--- src/rtl/pc_jump_unit.sv ---
// Program counter with jump-condition decode, fetch flush and a saturating taken-jump counter.
// Optional return stack for call/ret is compiled in with `define PC_CALL_STACK_EN.
module pc_jump_unit #(
    parameter int                  ADDR_W    = 15,
    parameter logic [ADDR_W-1:0]   RESET_VEC = '0,
    parameter int                  JCNT_W    = 16,
    parameter int                  STK_DEPTH = 8
) (
    input  logic              clk,
    input  logic              rst_n,
    input  logic              en,
    input  logic              c_valid,
    input  logic [2:0]        cmd_j,
    input  logic              alu_zr,
    input  logic              alu_ng,
    input  logic [ADDR_W-1:0] target,
    input  logic              call,
    input  logic              ret,
    output logic [ADDR_W-1:0] pc,
    output logic              pc_load,
    output logic              pc_inc,
    output logic              flush,
    output logic [JCNT_W-1:0] jump_cnt,
    output logic              stk_err
);

    if (STK_DEPTH < 2) begin : g_depth_chk
        $error("pc_jump_unit: STK_DEPTH must be at least 2");
    end

    logic [ADDR_W-1:0] r_pc;
    logic              r_flush;
    logic [JCNT_W-1:0] r_jcnt;

    logic              w_take;
    logic              w_load;
    logic [ADDR_W-1:0] w_pc_seq;
    logic [ADDR_W-1:0] w_target;
    logic [ADDR_W-1:0] w_pc_next;

    // zr=1,ng=1 is treated as zero: the less-than term requires ~zr
    assign w_take = c_valid & ((cmd_j[2] & alu_ng & ~alu_zr)
                             | (cmd_j[1] & alu_zr)
                             | (cmd_j[0] & ~alu_zr & ~alu_ng));

    assign w_pc_seq = r_pc + 1'b1;

`ifdef PC_CALL_STACK_EN
    localparam int SP_W  = $clog2(STK_DEPTH + 1);
    localparam int IDX_W = $clog2(STK_DEPTH);

    logic [ADDR_W-1:0] r_stk [STK_DEPTH];
    logic [SP_W-1:0]   r_sp;
    logic              r_stk_err;

    logic w_ret;
    logic w_ret_ok;
    logic w_call;
    logic w_full;

    // ret wins over take/call; an empty-stack return degrades to an increment
    assign w_ret    = c_valid & ret;
    assign w_ret_ok = w_ret & (r_sp != '0);
    assign w_full   = (r_sp == SP_W'(STK_DEPTH));
    assign w_call   = w_take & call & ~w_ret;
    assign w_load   = w_ret ? w_ret_ok : w_take;
    assign w_target = w_ret_ok ? r_stk[IDX_W'(r_sp - 1'b1)] : target;

    always_ff @(posedge clk or negedge rst_n) begin
        if (!rst_n) begin
            r_sp      <= '0;
            r_stk_err <= 1'b0;
        end else if (en) begin
            if (w_ret_ok) begin
                r_sp <= r_sp - 1'b1;
            end else if (w_call && !w_full) begin
                r_sp <= r_sp + 1'b1;
            end
            if ((w_ret && !w_ret_ok) || (w_call && w_full)) begin
                r_stk_err <= 1'b1;
            end
        end
    end

    always_ff @(posedge clk) begin
        if (en && w_call && !w_full) begin
            r_stk[IDX_W'(r_sp)] <= w_pc_seq;
        end
    end

    assign stk_err = r_stk_err;
`else
    assign w_load   = w_take;
    assign w_target = target;
    // call/ret have no function in this build; folded into a constant zero
    assign stk_err  = &{1'b0, call, ret};
`endif

    assign w_pc_next = w_load ? w_target : w_pc_seq;

    assign pc_load = en & w_load;
    assign pc_inc  = en & ~w_load;

    always_ff @(posedge clk or negedge rst_n) begin
        if (!rst_n) begin
            r_pc    <= RESET_VEC;
            r_flush <= 1'b0;
            r_jcnt  <= '0;
        end else if (en) begin
            r_pc    <= w_pc_next;
            r_flush <= w_load;
            if (w_load && (r_jcnt != '1)) begin
                r_jcnt <= r_jcnt + 1'b1;
            end
        end
    end

    assign pc       = r_pc;
    assign flush    = r_flush;
    assign jump_cnt = r_jcnt;

endmodule

--- config.mk ---
export PLATFORM = sky130hd
export DESIGN_NAME = pc_jump_unit
export DESIGN_NICKNAME = d
export VERILOG_FILES = /design/src/rtl/pc_jump_unit.sv
export SDC_FILE = /design/constraint.sdc
export NUM_CORES = 1
export LEC_CHECK = 0
export CORE_AREA = 2 2 75 77
export DETAILED_ROUTE_END_ITERATION = 10
export DIE_AREA = 0 0 77 79
export GPL_ROUTABILITY_DRIVEN = 0
export PLACE_DENSITY = 0.73
export SYNTH_ARGS = -nofsm -noshare
export SYNTH_HDL_FRONTEND = slang
export SYNTH_SLANG_ARGS = --single-unit
--- constraint.sdc ---
create_clock -name clk -period 2.8 [get_ports clk]
set_input_delay 0.7 -clock clk [delete_from_list [all_inputs] [get_ports clk]]
set_output_delay 0.7 -clock clk [all_outputs]
set_load 0.01 [all_outputs]
==> flow_summary.rst <==
.. list-table::
   :header-rows: 1

   * - Metric
     - Value
   * - Worst clock skew
     - 0.00318 ns
   * - Root Buffer
     - sky130_fd_sc_hd__clkbuf_8
   * - Fin cells
     - 325
   * - Diodes inserted
     - 0
   * - Number of rows created at floorplan
     - 27
   * - Normalized max-slew margin
     - 57.8%
   * - Worst setup path category
     - in2out
   * - Number of vias per cell after detailed routing
     - 5.13
   * - Cts bufs inserted
     - 5
   * - Sort of element at the end of the critical path
     - output port
   * - Post-Syn Nets
     - 218
   * - Global-route usage over all layers
     - 15.8%
   * - Ratio of cells with drive above 1 in the final layout
     - 9.49%
   * - Area fraction of the dominant cell type after synthesis
     - 45.1%
   * - Avg Synthesized Cell Area
     - 9.35 µm²
   * - Number of vias in the routed layout
     - 1666
   * - Synth warnings
     - 0
   * - Post-route design area
     - 2540 µm²
   * - Worst slack at placement
     - -0.310 ns
   * - Buffers and inverters on the worst path
     - 2
   * - Sequential share of the synthesized area
     - 45.1%
   * - Ports placed on the boundary
     - 61
   * - Number of buffer cells added on primary ports
     - 57
   * - Cell types occupying the most area after synthesis
     - sky130_fd_sc_hd__dfrtp_1 (45%), sky130_fd_sc_hd__a21oi_1 (6.5%), sky130_fd_sc_hd__xor2_1 (5.4%)
   * - Psw
     - 548 µW
   * - Post-route DRC violation count
     - 0
   * - Final critical delay including setup and external delays
     - 2.74 ns
   * - Placed cells
     - 316
   * - Worst-path clk slew
     - 0.07 ns
   * - Number of buffers on the longest clock path
     - 2
   * - Number of H-tree levels
     - 2
   * - FMAX
     - 365 MHz
   * - Top Family by Delay on Critical Path
     - buffers and inverters
   * - Core occupancy in the finished layout
     - 47.6%
   * - Switching share of power
     - 33.8%
   * - Antenna violations before repair
     - 0
   * - Clock power frac
     - 22.8%
   * - Signed area change from the synthesized netlist to the final layout
     - 43.0%
   * - Measured slew at the worst slew-check pin
     - 0.632 ns
   * - Worst Path Required
     - 2.10 ns
   * - Post-Syn Area
     - 1780 µm²
   * - GR Overflow Total
     - 0
   * - Post-route antenna net violation count
     - 0
   * - Run status
     - complete, no violations
   * - Initial DRC Count
     - 110
   * - Reg power frac
     - 42.8%
   * - Total wirelength of the detailed-routed design
     - 4550 µm
   * - Library cell with the largest summed area after synthesis
     - sky130_fd_sc_hd__dfrtp_1
   * - Highest cell delay on the worst timing path
     - 0.48 ns
   * - Cell-internal power
     - 1.07 mW
   * - Insertion delay to the later sink of the worst-skew pair
     - 0.28 ns
   * - Worst hold slack
     - 0.483 ns
   * - Unrepaired setup endpoints after global routing
     - false
   * - Die Area
     - 6080 µm²
   * - Post-synth cell types
     - 38
   * - Gate count of the mapped netlist
     - 190
   * - Cell chain of the critical path
     - clkdlybuf4s50_1 > mux2_4 > o211ai_4 > nor2_1 > clkdlybuf4s15_1
   * - Die height
     - 79 µm
   * - Number of synthesized register bits
     - 32
   * - Pwr/cell area
     - 638 nW/µm²
   * - Startpoint type of the worst setup path
     - input pin
   * - Number of global-route vias before repair
     - 1665
   * - Combinational share of power
     - 34.4%
   * - Final worst-path cycle share
     - 97.8%
   * - Final setup margin
     - 0.0610 ns
   * - Width of the chip
     - 77 µm
   * - Routed length per placed instance
     - 14.0 µm
   * - Path category of the worst min-delay check
     - reg2reg
   * - Placed instance area
     - 2440 µm²
   * - Reported max-cap violation count
     - 0
   * - Wire length of the first global-routing pass
     - 7760 µm
   * - Placeable core region
     - 5340 µm²
   * - Maximum fanout along the worst path
     - 2
   * - Most used cells in the layout excluding fill and tap cells
     - sky130_fd_sc_hd__clkdlybuf4s50_1 (55), sky130_fd_sc_hd__dfrtp_1 (32), sky130_fd_sc_hd__a21oi_1 (23)
   * - Maximum number of pins on one net before global-route repair
     - 33
   * - Leak Pwr
     - 1.07 nW
   * - Placed wire-length estimate
     - 3200 µm
   * - Number of sinks handled by clock tree synthesis
     - 32
   * - Layout filler cell count
     - 559
   * - Initial cell density of the core
     - 33.3%
   * - Max-slew violation count
     - 0
   * - Worst path slowest cell
     - sky130_fd_sc_hd__clkdlybuf4s50_1
   * - Number of endpoints failing setup at the final stage
     - 0
   * - Commonest non-fill, non-tap cell in the layout
     - sky130_fd_sc_hd__clkdlybuf4s50_1
   * - Signal arrival time at the worst endpoint
     - 2.04 ns
   * - Worst ir drop on vdd
     - 0.443 mV
   * - Final #Nets
     - 280
   * - Cts hold-fix bufs
     - 0
   * - TritonCTS clock tree
     - yes
   * - Final-report hold violation count
     - 0
   * - First-pass DRT Iterations
     - 4
==> registers in the layout, summed over array words and instances, names as in the netlist <==
name,flops
pc,15
jump_cnt,16
flush,1
==> cell type report <==
| cell class | count | area, µm² | area share [%] |
|---|---|---|---|
| Multi-Input combinational cell | 143 | 916 | 36.0 |
| Clock buffer | 8 | 90.1 | 3.55 |
| Tap cell | 72 | 90.1 | 3.55 |
| Timing Repair Buffer | 65 | 626 | 24.6 |
| Sequential cell | 32 | 801 | 31.5 |
| Inverter | 5 | 18.8 | 0.739 |
==> per-layer routing <==
metal / vias up / wire length [µm] / global-route usage (%)
met4: 0 / 63 / 5.18
met3: 8 / 308 / 5.57
met1: 795 / 1860 / 18.6
li1: 810 / - / -
met5: - / 0 / 0
met2: 53 / 2320 / 27.1
==> power groups by stage <==
| stage | clock network [mW] | registers (mW) | logic [mW] |
|---|---|---|---|
| after floorplan | 0 | 0.726 | 0.220 |
| after global placement | 0 | 0.697 | 0.546 |
| after detailed placement | 0 | 0.698 | 0.558 |
| after CTS | 0.379 | 0.692 | 0.564 |
| after global routing | 0.407 | 0.718 | 0.614 |
| final | 0.370 | 0.695 | 0.558 |
==> worst reg2reg max path, delay by kind of cell (launching register included) <==
kind	cells	cell delay, ns
muxes	1	0.38
and+or+nand+nor	2	0.38
AOI/OAI and AO/OA	1	0.62
DFF	1	0.44
==> through the flow <==
stage	power (mW)	TNS [ns]
floorplan	0.946	0
CTS	1.64	0
detailed placement	1.26	-0.575
finish	1.62	0
global placement	1.24	-0.555
global route	1.74	0
==> synthesized netlist by cell type (all sizes together) <==
master,number
a21o,3
a21oi,23
a31oi,2
and3,5
and4,3
buf,6
clkbuf,4
conb,1
dfrtp,32
ha,2
inv,5
mux2,2
mux2i,1
nand2,9
nand2b,1
nand3,17
nand4,6
nor2,16
nor3,6
nor4,4
o211a,1
o211ai,1
o21a,3
o21ai,14
o21bai,2
o22a,1
o22ai,2
o311ai,1
or2,1
or3,1
xnor2,4
xor2,11
==> final timing paths <==
check | start | endpoint | slack [ns] | depth (start not counted)
min in group asynchronous | rst_n | pc[12]$_DFFE_PN0P_ | 0.82 | 2
min reg2reg | flush$_DFFE_PN0P_ | flush$_DFFE_PN0P_ | 0.48 | 1
max reg2reg | jump_cnt[8]$_DFFE_PN0P_ | jump_cnt[1]$_DFFE_PN0P_ | 0.87 | 4
max in group asynchronous | rst_n | jump_cnt[9]$_DFFE_PN0P_ | 1.68 | 2
max | alu_ng | pc_load | 0.06 | 5
min | flush$_DFFE_PN0P_ | flush$_DFFE_PN0P_ | 0.48 | 1
==> timing repair <==
item | 4_1_cts | 5_1_grt
setup endpoints to repair | 2 | 1
buffers inserted | 1 | 0
resized for setup | 7 | 1
pin swaps | 1 | 0
==> kinds of logic after synthesis <==
kind of cell / Yosys count / share of synthesized area (%)
buffers and inverters: 15 / 4.08
xor gates and xnor gates: 15 / 7.39
and+or+nand+nor: 69 / 21.1
AOI/OAI and AO/OA: 53 / 18.9
DFF: 32 / 45.1
adders and majority gates: 2 / 1.41
other: 1 / 0.211
muxes: 3 / 1.83
(Power assumes the default switching activity.)
